==> src/rtl/retire_free_list_feeder_if.sv <==
// rtl/retire_free_list_feeder_if.sv - dispatch/completion/tag-return bundle for the retire free-list feeder
interface retire_free_list_feeder_if #(
    parameter int DEPTH = 16,
    parameter int TAG_W = 6
);
    localparam int IDX_W = $clog2(DEPTH);
    localparam int CNT_W = $clog2(DEPTH + 1);

    logic             dispatch_valid;
    logic [4:0]       dispatch_arch_rd;
    logic [TAG_W-1:0] dispatch_old_tag;
    logic [IDX_W-1:0] dispatch_index;
    logic             complete_valid_1;
    logic             complete_valid_2;
    logic [IDX_W-1:0] complete_index_1;
    logic [IDX_W-1:0] complete_index_2;
    logic [TAG_W-1:0] freed_tag_1;
    logic [TAG_W-1:0] freed_tag_2;
    logic [1:0]       retired_count;
    logic [CNT_W-1:0] count;
    logic             full;
    logic             empty;
    logic             overflow_err;

    modport master (
        output dispatch_valid, dispatch_arch_rd, dispatch_old_tag,
        output complete_valid_1, complete_valid_2, complete_index_1, complete_index_2,
        input  dispatch_index, freed_tag_1, freed_tag_2, retired_count,
        input  count, full, empty, overflow_err
    );

    modport slave (
        input  dispatch_valid, dispatch_arch_rd, dispatch_old_tag,
        input  complete_valid_1, complete_valid_2, complete_index_1, complete_index_2,
        output dispatch_index, freed_tag_1, freed_tag_2, retired_count,
        output count, full, empty, overflow_err
    );
endinterface

==> src/rtl/retire_free_list_feeder.sv <==
// rtl/retire_free_list_feeder.sv - in-order reorder buffer retiring up to two entries per cycle and returning superseded tags
module retire_free_list_feeder #(
    parameter int DEPTH             = 16,
    parameter int TAG_W             = 6,
    parameter bit FATAL_ON_OVERFLOW = 1'b1
) (
    input  logic                     clk_i,
    input  logic                     rst_ni,
    retire_free_list_feeder_if.slave bus
);
    localparam int IDX_W = $clog2(DEPTH);
    localparam int CNT_W = $clog2(DEPTH + 1);

    logic [IDX_W-1:0] head_q, head_d, tail_q, tail_d, head_nxt;
    logic [CNT_W-1:0] count_q, count_d;
    logic [DEPTH-1:0] valid_q, valid_d, done_q, done_d;
    logic [4:0]       arch_q [DEPTH];
    logic [TAG_W-1:0] tag_q  [DEPTH];
    logic [TAG_W-1:0] freed1_q, freed1_d, freed2_q, freed2_d;
    logic [1:0]       retired_q, retire_n;
    logic             ovf_q, ovf_d;
    logic             full, empty, accept, r1, r2;

    assign full     = (count_q == CNT_W'(DEPTH));
    assign empty    = (count_q == '0);
    assign accept   = bus.dispatch_valid && !full;
    assign head_nxt = head_q + 1'b1;

    // Retirement looks only at pre-edge done bits, so a same-edge completion waits a cycle.
    assign r1       = valid_q[head_q] && done_q[head_q];
    assign r2       = r1 && valid_q[head_nxt] && done_q[head_nxt];
    assign retire_n = {r2, r1 & ~r2};

    always_comb begin
        valid_d  = valid_q;
        done_d   = done_q;
        freed1_d = '0;
        freed2_d = '0;
        ovf_d    = ovf_q | (bus.dispatch_valid & full);

        // The tail slot is invalid whenever a dispatch is accepted, so completion to it is dropped here.
        if (bus.complete_valid_1 && valid_q[bus.complete_index_1] && !done_q[bus.complete_index_1])
            done_d[bus.complete_index_1] = 1'b1;
        if (bus.complete_valid_2 && valid_q[bus.complete_index_2] && !done_q[bus.complete_index_2])
            done_d[bus.complete_index_2] = 1'b1;

        if (r1) begin
            valid_d[head_q] = 1'b0;
            done_d[head_q]  = 1'b0;
            if (arch_q[head_q] != 5'd0)
                freed1_d = tag_q[head_q];
        end
        if (r2) begin
            valid_d[head_nxt] = 1'b0;
            done_d[head_nxt]  = 1'b0;
            if (arch_q[head_nxt] != 5'd0)
                freed2_d = tag_q[head_nxt];
        end

        if (accept) begin
            valid_d[tail_q] = 1'b1;
            done_d[tail_q]  = 1'b0;
        end

        head_d  = head_q + IDX_W'(retire_n);
        tail_d  = tail_q + IDX_W'(accept);
        count_d = count_q + CNT_W'(accept) - CNT_W'(retire_n);
    end

    always_ff @(posedge clk_i or negedge rst_ni) begin
        if (!rst_ni) begin
            head_q    <= '0;
            tail_q    <= '0;
            count_q   <= '0;
            valid_q   <= '0;
            done_q    <= '0;
            freed1_q  <= '0;
            freed2_q  <= '0;
            retired_q <= '0;
            ovf_q     <= 1'b0;
        end else begin
            head_q    <= head_d;
            tail_q    <= tail_d;
            count_q   <= count_d;
            valid_q   <= valid_d;
            done_q    <= done_d;
            freed1_q  <= freed1_d;
            freed2_q  <= freed2_d;
            retired_q <= retire_n;
            ovf_q     <= ovf_d;
        end
    end

    always_ff @(posedge clk_i or negedge rst_ni) begin
        if (!rst_ni) begin
            for (int i = 0; i < DEPTH; i++) begin
                arch_q[i] <= '0;
                tag_q[i]  <= '0;
            end
        end else if (accept) begin
            arch_q[tail_q] <= bus.dispatch_arch_rd;
            tag_q[tail_q]  <= bus.dispatch_old_tag;
        end
    end

    always_ff @(posedge clk_i) begin
        if (FATAL_ON_OVERFLOW && rst_ni)
            assert (!(bus.dispatch_valid && full)) else $fatal(1, "dispatch into full reorder buffer");
    end

    assign bus.dispatch_index = tail_q;
    assign bus.freed_tag_1    = freed1_q;
    assign bus.freed_tag_2    = freed2_q;
    assign bus.retired_count  = retired_q;
    assign bus.count          = count_q;
    assign bus.full           = full;
    assign bus.empty          = empty;
    assign bus.overflow_err   = ovf_q;
endmodule

==> src/flat_wrapper.sv <==
// flat-port wrapper written by rule: the top's interface ports become plain ports
module retire_free_list_feeder_flat 
#(
    parameter int DEPTH             = 16,
    parameter int TAG_W             = 6,
    parameter bit FATAL_ON_OVERFLOW = 1'b1
)
  (clk_i, rst_ni, bus_dispatch_valid, bus_dispatch_arch_rd, bus_dispatch_old_tag, bus_complete_valid_1, bus_complete_valid_2, bus_complete_index_1, bus_complete_index_2, bus_dispatch_index, bus_freed_tag_1, bus_freed_tag_2, bus_retired_count, bus_count, bus_full, bus_empty, bus_overflow_err);
  retire_free_list_feeder_if #(.DEPTH(DEPTH), .TAG_W(TAG_W)) bus_i ();
  input  logic clk_i;
  input  logic rst_ni;
  input wire logic [$bits(bus_i.dispatch_valid)-1:0] bus_dispatch_valid;
  input wire logic [$bits(bus_i.dispatch_arch_rd)-1:0] bus_dispatch_arch_rd;
  input wire logic [$bits(bus_i.dispatch_old_tag)-1:0] bus_dispatch_old_tag;
  input wire logic [$bits(bus_i.complete_valid_1)-1:0] bus_complete_valid_1;
  input wire logic [$bits(bus_i.complete_valid_2)-1:0] bus_complete_valid_2;
  input wire logic [$bits(bus_i.complete_index_1)-1:0] bus_complete_index_1;
  input wire logic [$bits(bus_i.complete_index_2)-1:0] bus_complete_index_2;
  output wire logic [$bits(bus_i.dispatch_index)-1:0] bus_dispatch_index;
  output wire logic [$bits(bus_i.freed_tag_1)-1:0] bus_freed_tag_1;
  output wire logic [$bits(bus_i.freed_tag_2)-1:0] bus_freed_tag_2;
  output wire logic [$bits(bus_i.retired_count)-1:0] bus_retired_count;
  output wire logic [$bits(bus_i.count)-1:0] bus_count;
  output wire logic [$bits(bus_i.full)-1:0] bus_full;
  output wire logic [$bits(bus_i.empty)-1:0] bus_empty;
  output wire logic [$bits(bus_i.overflow_err)-1:0] bus_overflow_err;
  assign bus_i.dispatch_valid = bus_dispatch_valid;
  assign bus_i.dispatch_arch_rd = bus_dispatch_arch_rd;
  assign bus_i.dispatch_old_tag = bus_dispatch_old_tag;
  assign bus_i.complete_valid_1 = bus_complete_valid_1;
  assign bus_i.complete_valid_2 = bus_complete_valid_2;
  assign bus_i.complete_index_1 = bus_complete_index_1;
  assign bus_i.complete_index_2 = bus_complete_index_2;
  assign bus_dispatch_index = bus_i.dispatch_index;
  assign bus_freed_tag_1 = bus_i.freed_tag_1;
  assign bus_freed_tag_2 = bus_i.freed_tag_2;
  assign bus_retired_count = bus_i.retired_count;
  assign bus_count = bus_i.count;
  assign bus_full = bus_i.full;
  assign bus_empty = bus_i.empty;
  assign bus_overflow_err = bus_i.overflow_err;
  retire_free_list_feeder #(.DEPTH(DEPTH), .TAG_W(TAG_W), .FATAL_ON_OVERFLOW(FATAL_ON_OVERFLOW)) u_core (.clk_i(clk_i), .rst_ni(rst_ni), .bus(bus_i));
endmodule
==> config.mk <==
export PLATFORM = sky130hd
export DESIGN_NAME = retire_free_list_feeder_flat
export DESIGN_NICKNAME = d
export VERILOG_FILES = /design/src/rtl/retire_free_list_feeder_if.sv /design/src/rtl/retire_free_list_feeder.sv /design/src/flat_wrapper.sv
export SDC_FILE = /design/constraint.sdc
export NUM_CORES = 1
export LEC_CHECK = 0
export ABC_AREA = 0
export ABC_CLOCK_PERIOD_IN_PS = 3500
export BUFFER_PORTS_ARGS = -buffer_cell sky130_fd_sc_hd__buf_2
export CAP_MARGIN = 20
export CORE_MARGIN = 2
export CORE_UTILIZATION = 30
export CTS_CLUSTER_DIAMETER = 40
export DETAILED_ROUTE_END_ITERATION = 8
export SETUP_SLACK_MARGIN = 0.2
export SLEW_MARGIN = 30
export SYNTH_ARGS = -nofsm -noshare
export SYNTH_HDL_FRONTEND = slang
export SYNTH_SLANG_ARGS = --single-unit
==> constraint.sdc <==
create_clock -name clk_i -period 3.5 [get_ports clk_i]
set_clock_uncertainty 0.15 [all_clocks]
set_input_delay 1.05 -clock clk_i [delete_from_list [all_inputs] [get_ports clk_i]]
set_output_delay 1.05 -clock clk_i [all_outputs]
set_load 0.01 [all_outputs]
-- Word level (Yosys, flattened, before mapping)
Cells that the tools add are included.
- word-level logic and storage cells: 155
- output and inout port bits: 26
- input port bits: 24
- register bits after elaboration: 236
- equality and inequality tests: 1
- magnitude comparators: 14
- multiplexer cells: 56
- add/sub/neg operators: 5
- reduce and logical (&&, ||, !) cells: 20
- bitwise operators: 18
- operators with widths (operator ; number):
    16-bit 2-to-1 mux ; 8
    96-bit bitwise mux ; 1
    16-bit AND ; 5
    80-bit bitwise mux ; 1
    6-bit 2-to-1 mux ; 9
    6-bit binary-select mux with 4-bit select ; 2
    16-bit inverter ; 3
    16-bit OR ; 3
    5-bit binary-select mux with 4-bit select ; 2
    1-bit binary-select mux with 4-bit select ; 8
    4-bit by 5-bit less-than comparator with 1-bit output (second input constant) ; 5
    5-bit 2-to-1 mux ; 5
    6-bit demux with 4-bit select ; 1
    1-bit demux with 4-bit select ; 5
    5-bit demux with 4-bit select ; 1
    4-bit by 1-bit >= comparator with 1-bit output (second input constant) ; 5
    5-bit >= comparator (second input constant) ; 3
    4-bit inverter with 5-bit output ; 3
    1-bit logical AND ; 14
    1-bit 2-to-1 mux ; 13
    5-bit nonzero test ; 2
    5-bit by 1-bit adder with 5-bit output ; 1
    5-bit equality test (second input constant) ; 1
    5-bit logical NOT ; 1
    other kinds (9) ; 12

-- Depth between registers and ports, before layout
- word-level depth: 14
- mapped depth: 20
- mapped depth without buffers: 16

-- Least setup slack after synthesis
Ideal clock, no wire load.
- kind: reg-to-reg
- start point: register u_core.head_q[1]
- end point: register u_core.count_q[4], in the netlist u_core.bus.count[4]
- setup slack: -0.262 ns
- data required time: 3.225 ns
- clock period less this slack: 3.762 ns
- arrival: 3.487 ns
- stages on the path, launching flop included: 18
- path through: dfrtp_1 > ha_1 > buf_2 > xor2_4 > mux4_2 > o32a_4 > o21ai_2 > or2_1 > buf_6 > xnor2_1 > ha_1 > inv_1 > fa_1 > inv_1 > a21oi_1 > nor2_1 > nor2_1 > xnor2_1
- cells in the longest elaborated chain, start to end: 8
- elaborated cells on any way between the ends: 15
- RTL lines (element ; line ; source):
    start: declaration ; retire_free_list_feeder.sv:14 ; logic [IDX_W-1:0] head_q, head_d, tail_q, tail_d, head_nxt;
    start signal: assignment ; retire_free_list_feeder.sv:72 ; head_q <= '0;
    start signal: assignment ; retire_free_list_feeder.sv:82 ; head_q <= head_d;
    4-bit by 1-bit adder with 4-bit output / 1-bit binary-select mux with 4-bit select (equally long branches) ; retire_free_list_feeder.sv:27, retire_free_list_feeder.sv:30 ;
    1-bit binary-select mux with 4-bit select / 1-bit 2-to-1 mux (equally long branches) ; retire_free_list_feeder.sv:31, retire_free_list_feeder.sv:30 ;
    1-bit 2-to-1 mux (implied by the code) / 1-bit logical AND (equally long branches) ; retire_free_list_feeder.sv:31, retire_free_list_feeder.sv:30 ;
    1-bit logical AND (2 in series) ; retire_free_list_feeder.sv:31 ; assign r2 = r1 && valid_q[head_nxt] && done_q[head_nxt];
    1-bit inverter ; retire_free_list_feeder.sv:32 ; assign retire_n = {r2, r1 & ~r2};
    1-bit AND ; retire_free_list_feeder.sv:32 ;
    5-bit by 2-bit subtractor with 5-bit output * ; retire_free_list_feeder.sv:67 ; count_d = count_q + CNT_W'(accept) - CNT_W'(retire_n);
    net u_core.count_d[4] ; retire_free_list_feeder.sv:15 ; logic [CNT_W-1:0] count_q, count_d;
    end signal: assignment ; retire_free_list_feeder.sv:84 ; count_q <= count_d;
    end: declaration ; retire_free_list_feeder.sv:15 ;
The timed path passes the listed nets; every way through them passes the cells marked *. The select of a mux whose other input is x is not followed.
A chain may end at the register's enable or synchronous reset.

-- Worst setup path in the final report
- start point: register u_core.head_q[0]
- end point: register u_core.count_q[4], in the netlist u_core.bus.count[4]
- cells in the longest elaborated chain, start to end: 8
- elaborated cells on any way between the ends: 15
- RTL lines (element ; line ; source):
    4-bit by 1-bit adder with 4-bit output / 1-bit binary-select mux with 4-bit select (equally long branches) ; retire_free_list_feeder.sv:27, retire_free_list_feeder.sv:30 ;
    1-bit binary-select mux with 4-bit select / 1-bit 2-to-1 mux (equally long branches) ; retire_free_list_feeder.sv:31, retire_free_list_feeder.sv:30 ;
    1-bit 2-to-1 mux (implied by the code) / 1-bit logical AND (equally long branches) ; retire_free_list_feeder.sv:31, retire_free_list_feeder.sv:30 ;
    1-bit logical AND ; retire_free_list_feeder.sv:31 ;
    1-bit logical AND * ; retire_free_list_feeder.sv:31 ;
    net u_core.r2 ; retire_free_list_feeder.sv:22 ; logic full, empty, accept, r1, r2;
    1-bit inverter ; retire_free_list_feeder.sv:32 ;
    1-bit AND ; retire_free_list_feeder.sv:32 ;
    5-bit by 2-bit subtractor with 5-bit output * ; retire_free_list_feeder.sv:67 ;
    net u_core.count_d[4] ; retire_free_list_feeder.sv:15 ;
Marked as above.

==> results.md <==
Run status:
- The run finished with clean final reports.

Critical path:
- Traced cell by cell, the critical path runs through ha_4 -> xor2_4 -> mux4_2 -> o32a_4 -> o21ai_4 -> and2_4 -> inv_2 -> ha_4 -> inv_2 -> fa_2 -> inv_2 -> a21oi_1 -> nor2_1 -> nor2_1 -> xnor2_1.
- The worst flop-to-flop path endpoint is u_core.bus.count[4].
- The worst register-to-register path has a depth of 15.
- The kind of cell adding the most delay to the critical path is adder cells.
- The most prevalent standard cell on the critical path is inv_2.
- The kind of end point of the critical path is a register.
- In this run the critical register-to-register path is launched from u_core.head_q[0].
- The worst endpoint required time is 3.77 ns.
- The arrival time reported for the critical path endpoint is 3.65 ns.
- The startpoint class of the critical path is a register.
- For this design, the slowest cell found on the critical path is dfrtp_4.
- In this design, the stage delay of the slowest critical-path cell is 0.52 ns.
- The path type of the worst setup path is reg2reg.
- Counting both buffers and inverters, the worst setup path holds a total of 3.
- Across all register-to-register paths, the minimum setup slack is 0.12 ns.
- Of all nets on the critical path, the largest fanout is 4.

Power:
- The maximum VDD drop is 0.475 mV.
- Summed over all cells, the static leakage comes to 0.00641 uW.
- In this run the power density over the cells is 1040 nW/um2.
- The power after layout is 15600 uW.

Clock tree:
- TritonCTS created 40 clock buffers.
- The hold buffer count at cts is 0.
- The number of levels the H-tree was split into is 2.
- After clock tree synthesis, the clock-pin slew on the worst setup and hold paths is 0.05 ns.
- TritonCTS built the clock tree.
- Counting along the longest clock path gives a buffer depth of 3.
- At the later pin of the worst-skew pair, clock insertion delay measures 0.53 ns.
- The number of sinks driven by the clock tree is 236.
- The clock root buffer is clkbuf_16.

Timing:
- The normalized max-slew margin is 37.7%.
- Setup repair after global routing could not meet its margin everywhere.
- The highest clock rate is 296 MHz.
- The final critical path time including I/O delays and setup is 3.38 ns.
- The number of max-slew violations in the final report was 0.
- The final-report hold violation count is 0.
- The final-report setup violation count is 0.
- The part of the cycle the worst path needs is 96.5%.
- At the pin with the least slew margin, the transition time is 0.935 ns.

Cells and area:
- From synthesis to final layout, the design area changed by 21.6%.
- In the final layout, the share of cells above drive strength 1 is 44.8%.
- The area of all placed cells without fillers is 15100 um2.
- The antenna diode count is 0.
- The final net count is 1067.

Worst hold path:
- The endpoint of the worst hold path is u_core.bus.overflow_err.
- The number of stages on the worst hold path is 1.
- The tightest min-delay check is of the reg2reg type.
- The worst hold path begins at u_core.bus.overflow_err.

Placed design:
- At the end of routability-driven placement, the weighted congestion stood at 0.912.
- The placed wire-length estimate after detailed placement is 23300 um.
- The count of port buffers added during placement is 49.
- After detailed placement, the total cell area comes to 13600 um2.

Global route:
- The via count of the first global-routing pass was 8912.
- The global route total overflow is 0.
- The first-pass GRT wire length is 52900 um.
- The maximum number of pins on one net before global-route repair is 76.
- The initial antenna violation count came to 2.
- Global routing consumed, over all layers together, 15.8% of the routing resources.

Synth:
- After synthesis, the mean cell area works out to 13.3 um2.
- The sequential share of the synthesized area is 47.7%.
- The most common cell in the synthesized netlist is dfrtp_1.
- The number of enable-type register cells in the synthesized netlist is 0.
- The post-synthesis net count is 975.
- Of all flip-flops after synthesis, the portion carrying an async set or reset was 100%.
- The distinct cell type count of the synthesized netlist is 71.
- The number of storage elements in the synthesis netlist is 236.
- The most used flip-flop cell after synthesis is dfrtp_1.
- The largest area contributor in the synthesized netlist is dfrtp_1.
- The share of Yosys cell area claimed by the top area cell type is 47.7%.
- During synthesis, Yosys emitted a total of 0 warnings.
- The commonest cells after synthesis are dfrtp_1, mux2_2, nand2_1.
- Synthesis produced 933 cells.
- In the post-synthesis netlist, the biggest area contributors are dfrtp_1, mux2_2, mux4_2, nand2_1, ha_1.
- The synthesized netlist occupies a cell area of 12400 um2.

Flow run:
- The max-capacitance violation count is 0.

Floorplanning:
- The top-level I/O count is 50.
- The floorplan step defined a core boundary enclosing 40800 um2.
- The die is 207 um tall.
- The die is 207 um wide.
- The initial utilization of the core area, before any placement, comes to 30.4%.
- The initialized floorplan defines 74 standard-cell rows.
- The die covers 43000 um2.

Drt:
- In the routed design, unresolved DRC markers number 0.
- The detailed-route via count is 8480.
- The first-pass iteration count of the detailed router is 6.
- The total wirelength of the detailed-routed design is 33700 um.
- In this run the remaining antenna-violating nets after routing total 0.
- The DRC violation total after the first TritonRoute iteration is 558.
- The average wire per cell in the routed design is 21.2 um.
- After detailed routing, the number of vias per cell comes to 5.34.
layout by cell type, fill, tap and decap left out, types with 4 or more instances in the layout:
master and n:
buf_4 66, nand4_1 6, inv_1 15, dfrtp_1 234
mux2i_1 4, a31o_1 6, nor2_1 34, nor3_2 5
a211oi_1 6, a31oi_1 4, nor3_1 22, a21oi_1 4
mux4_2 75, inv_2 5, clkbuf_16 40, clkbuf_8 5
buf_2 48, ha_1 12, nand3b_1 6, xnor2_1 5
bufinv_16 4, inv_6 10, a21o_1 8, mux2_2 168
nor3b_1 14, a311oi_1 9, clkinv_4 6, buf_12 4
a221oi_1 6, nand3_1 11, mux2_1 8, nand2_1 77
and3_1 25, nor2b_1 7, a22oi_1 6, xnor2_2 4
a22o_1 5, o21ai_0 4
state kept, by name, indices dropped and copies added, names as in the netlist:
register / count
u_core.arch_q: 80
u_core.bus.count: 5
u_core.bus.dispatch_index: 4
u_core.bus.freed_tag_1: 6
u_core.bus.freed_tag_2: 6
u_core.bus.overflow_err: 1
u_core.bus.retired_count: 2
u_core.done_q: 16
u_core.head_q: 4
u_core.tag_q: 96
u_core.valid_q: 16
power breakdown:
part           internal [uW]  leakage (uW)  total [uW]  switching [uW]
combinational           3600       0.00283        6530            2930
sequential              4020       0.00290        5070            1050
clock                   2550      0.000680        4040            1490
total                  10200       0.00641       15600            5470
repair_timing:
action / in CTS / in global routing
resized for setup: 1 / 5
setup endpoints to repair: 1 / 4
cloned: 0 / 0
buffers inserted: 3 / 1
pin swaps: 0 / 2
hold endpoints to repair: 0 / 0
how the worst max path moves through the flow:
stage,endpoint,slack [ns],startpoint,depth (start not counted)
after CTS,u_core.bus.count[4],0.11,u_core.head_q[0],15
after global routing,u_core.bus.count[4],-0.04,u_core.head_q[0],16
after global placement,u_core.bus.count[4],0.07,u_core.head_q[0],15
after floorplan,u_core.bus.count[4],-0.05,u_core.head_q[1],17
after detailed placement,u_core.bus.count[4],0.07,u_core.head_q[0],15
final,u_core.bus.count[4],0.12,u_core.head_q[0],15
cell families after synthesis:
group	after synthesis	share of synthesized area, %
compound gates	79	5.21
xor+xnor	13	1.25
fa+ha+maj	18	1.94
buf+inv	94	3.54
flops	236	47.7
mux	257	30.2
simple gates	236	10.2
stage by stage:
step                      hold slack, ns  cells  setup slack, ns  TNS (ns)  util [%]
after floorplan                    0.309    933          -0.0526   -0.0526         -
after global placement             0.286   1511           0.0683         0      33.4
after detailed placement           0.293   1511           0.0709         0      33.4
after CTS                          0.304   1587            0.107         0      36.9
after global routing               0.335   1588          -0.0367   -0.0367      36.9
final                              0.296   1588            0.123         0      36.9
layer usage:
metal	GRT usage, %	vias up	wire length [um]
li1	-	3700	-
met5	0	-	9
met4	6.11	2	1100
met1	20.6	4427	14400
met3	2.87	74	1790
met2	26.1	277	16400
layout make-up:
class | count | area [um2]
clock inverter | 26 | 323
sequential | 236 | 5910
tap | 532 | 666
timing repair buffer | 122 | 865
inverter | 22 | 92.6
clock buffer | 47 | 1080
multi-input combinational | 603 | 6140
fill | 3877 | 25800
Power figures use the tool's default switching activity.
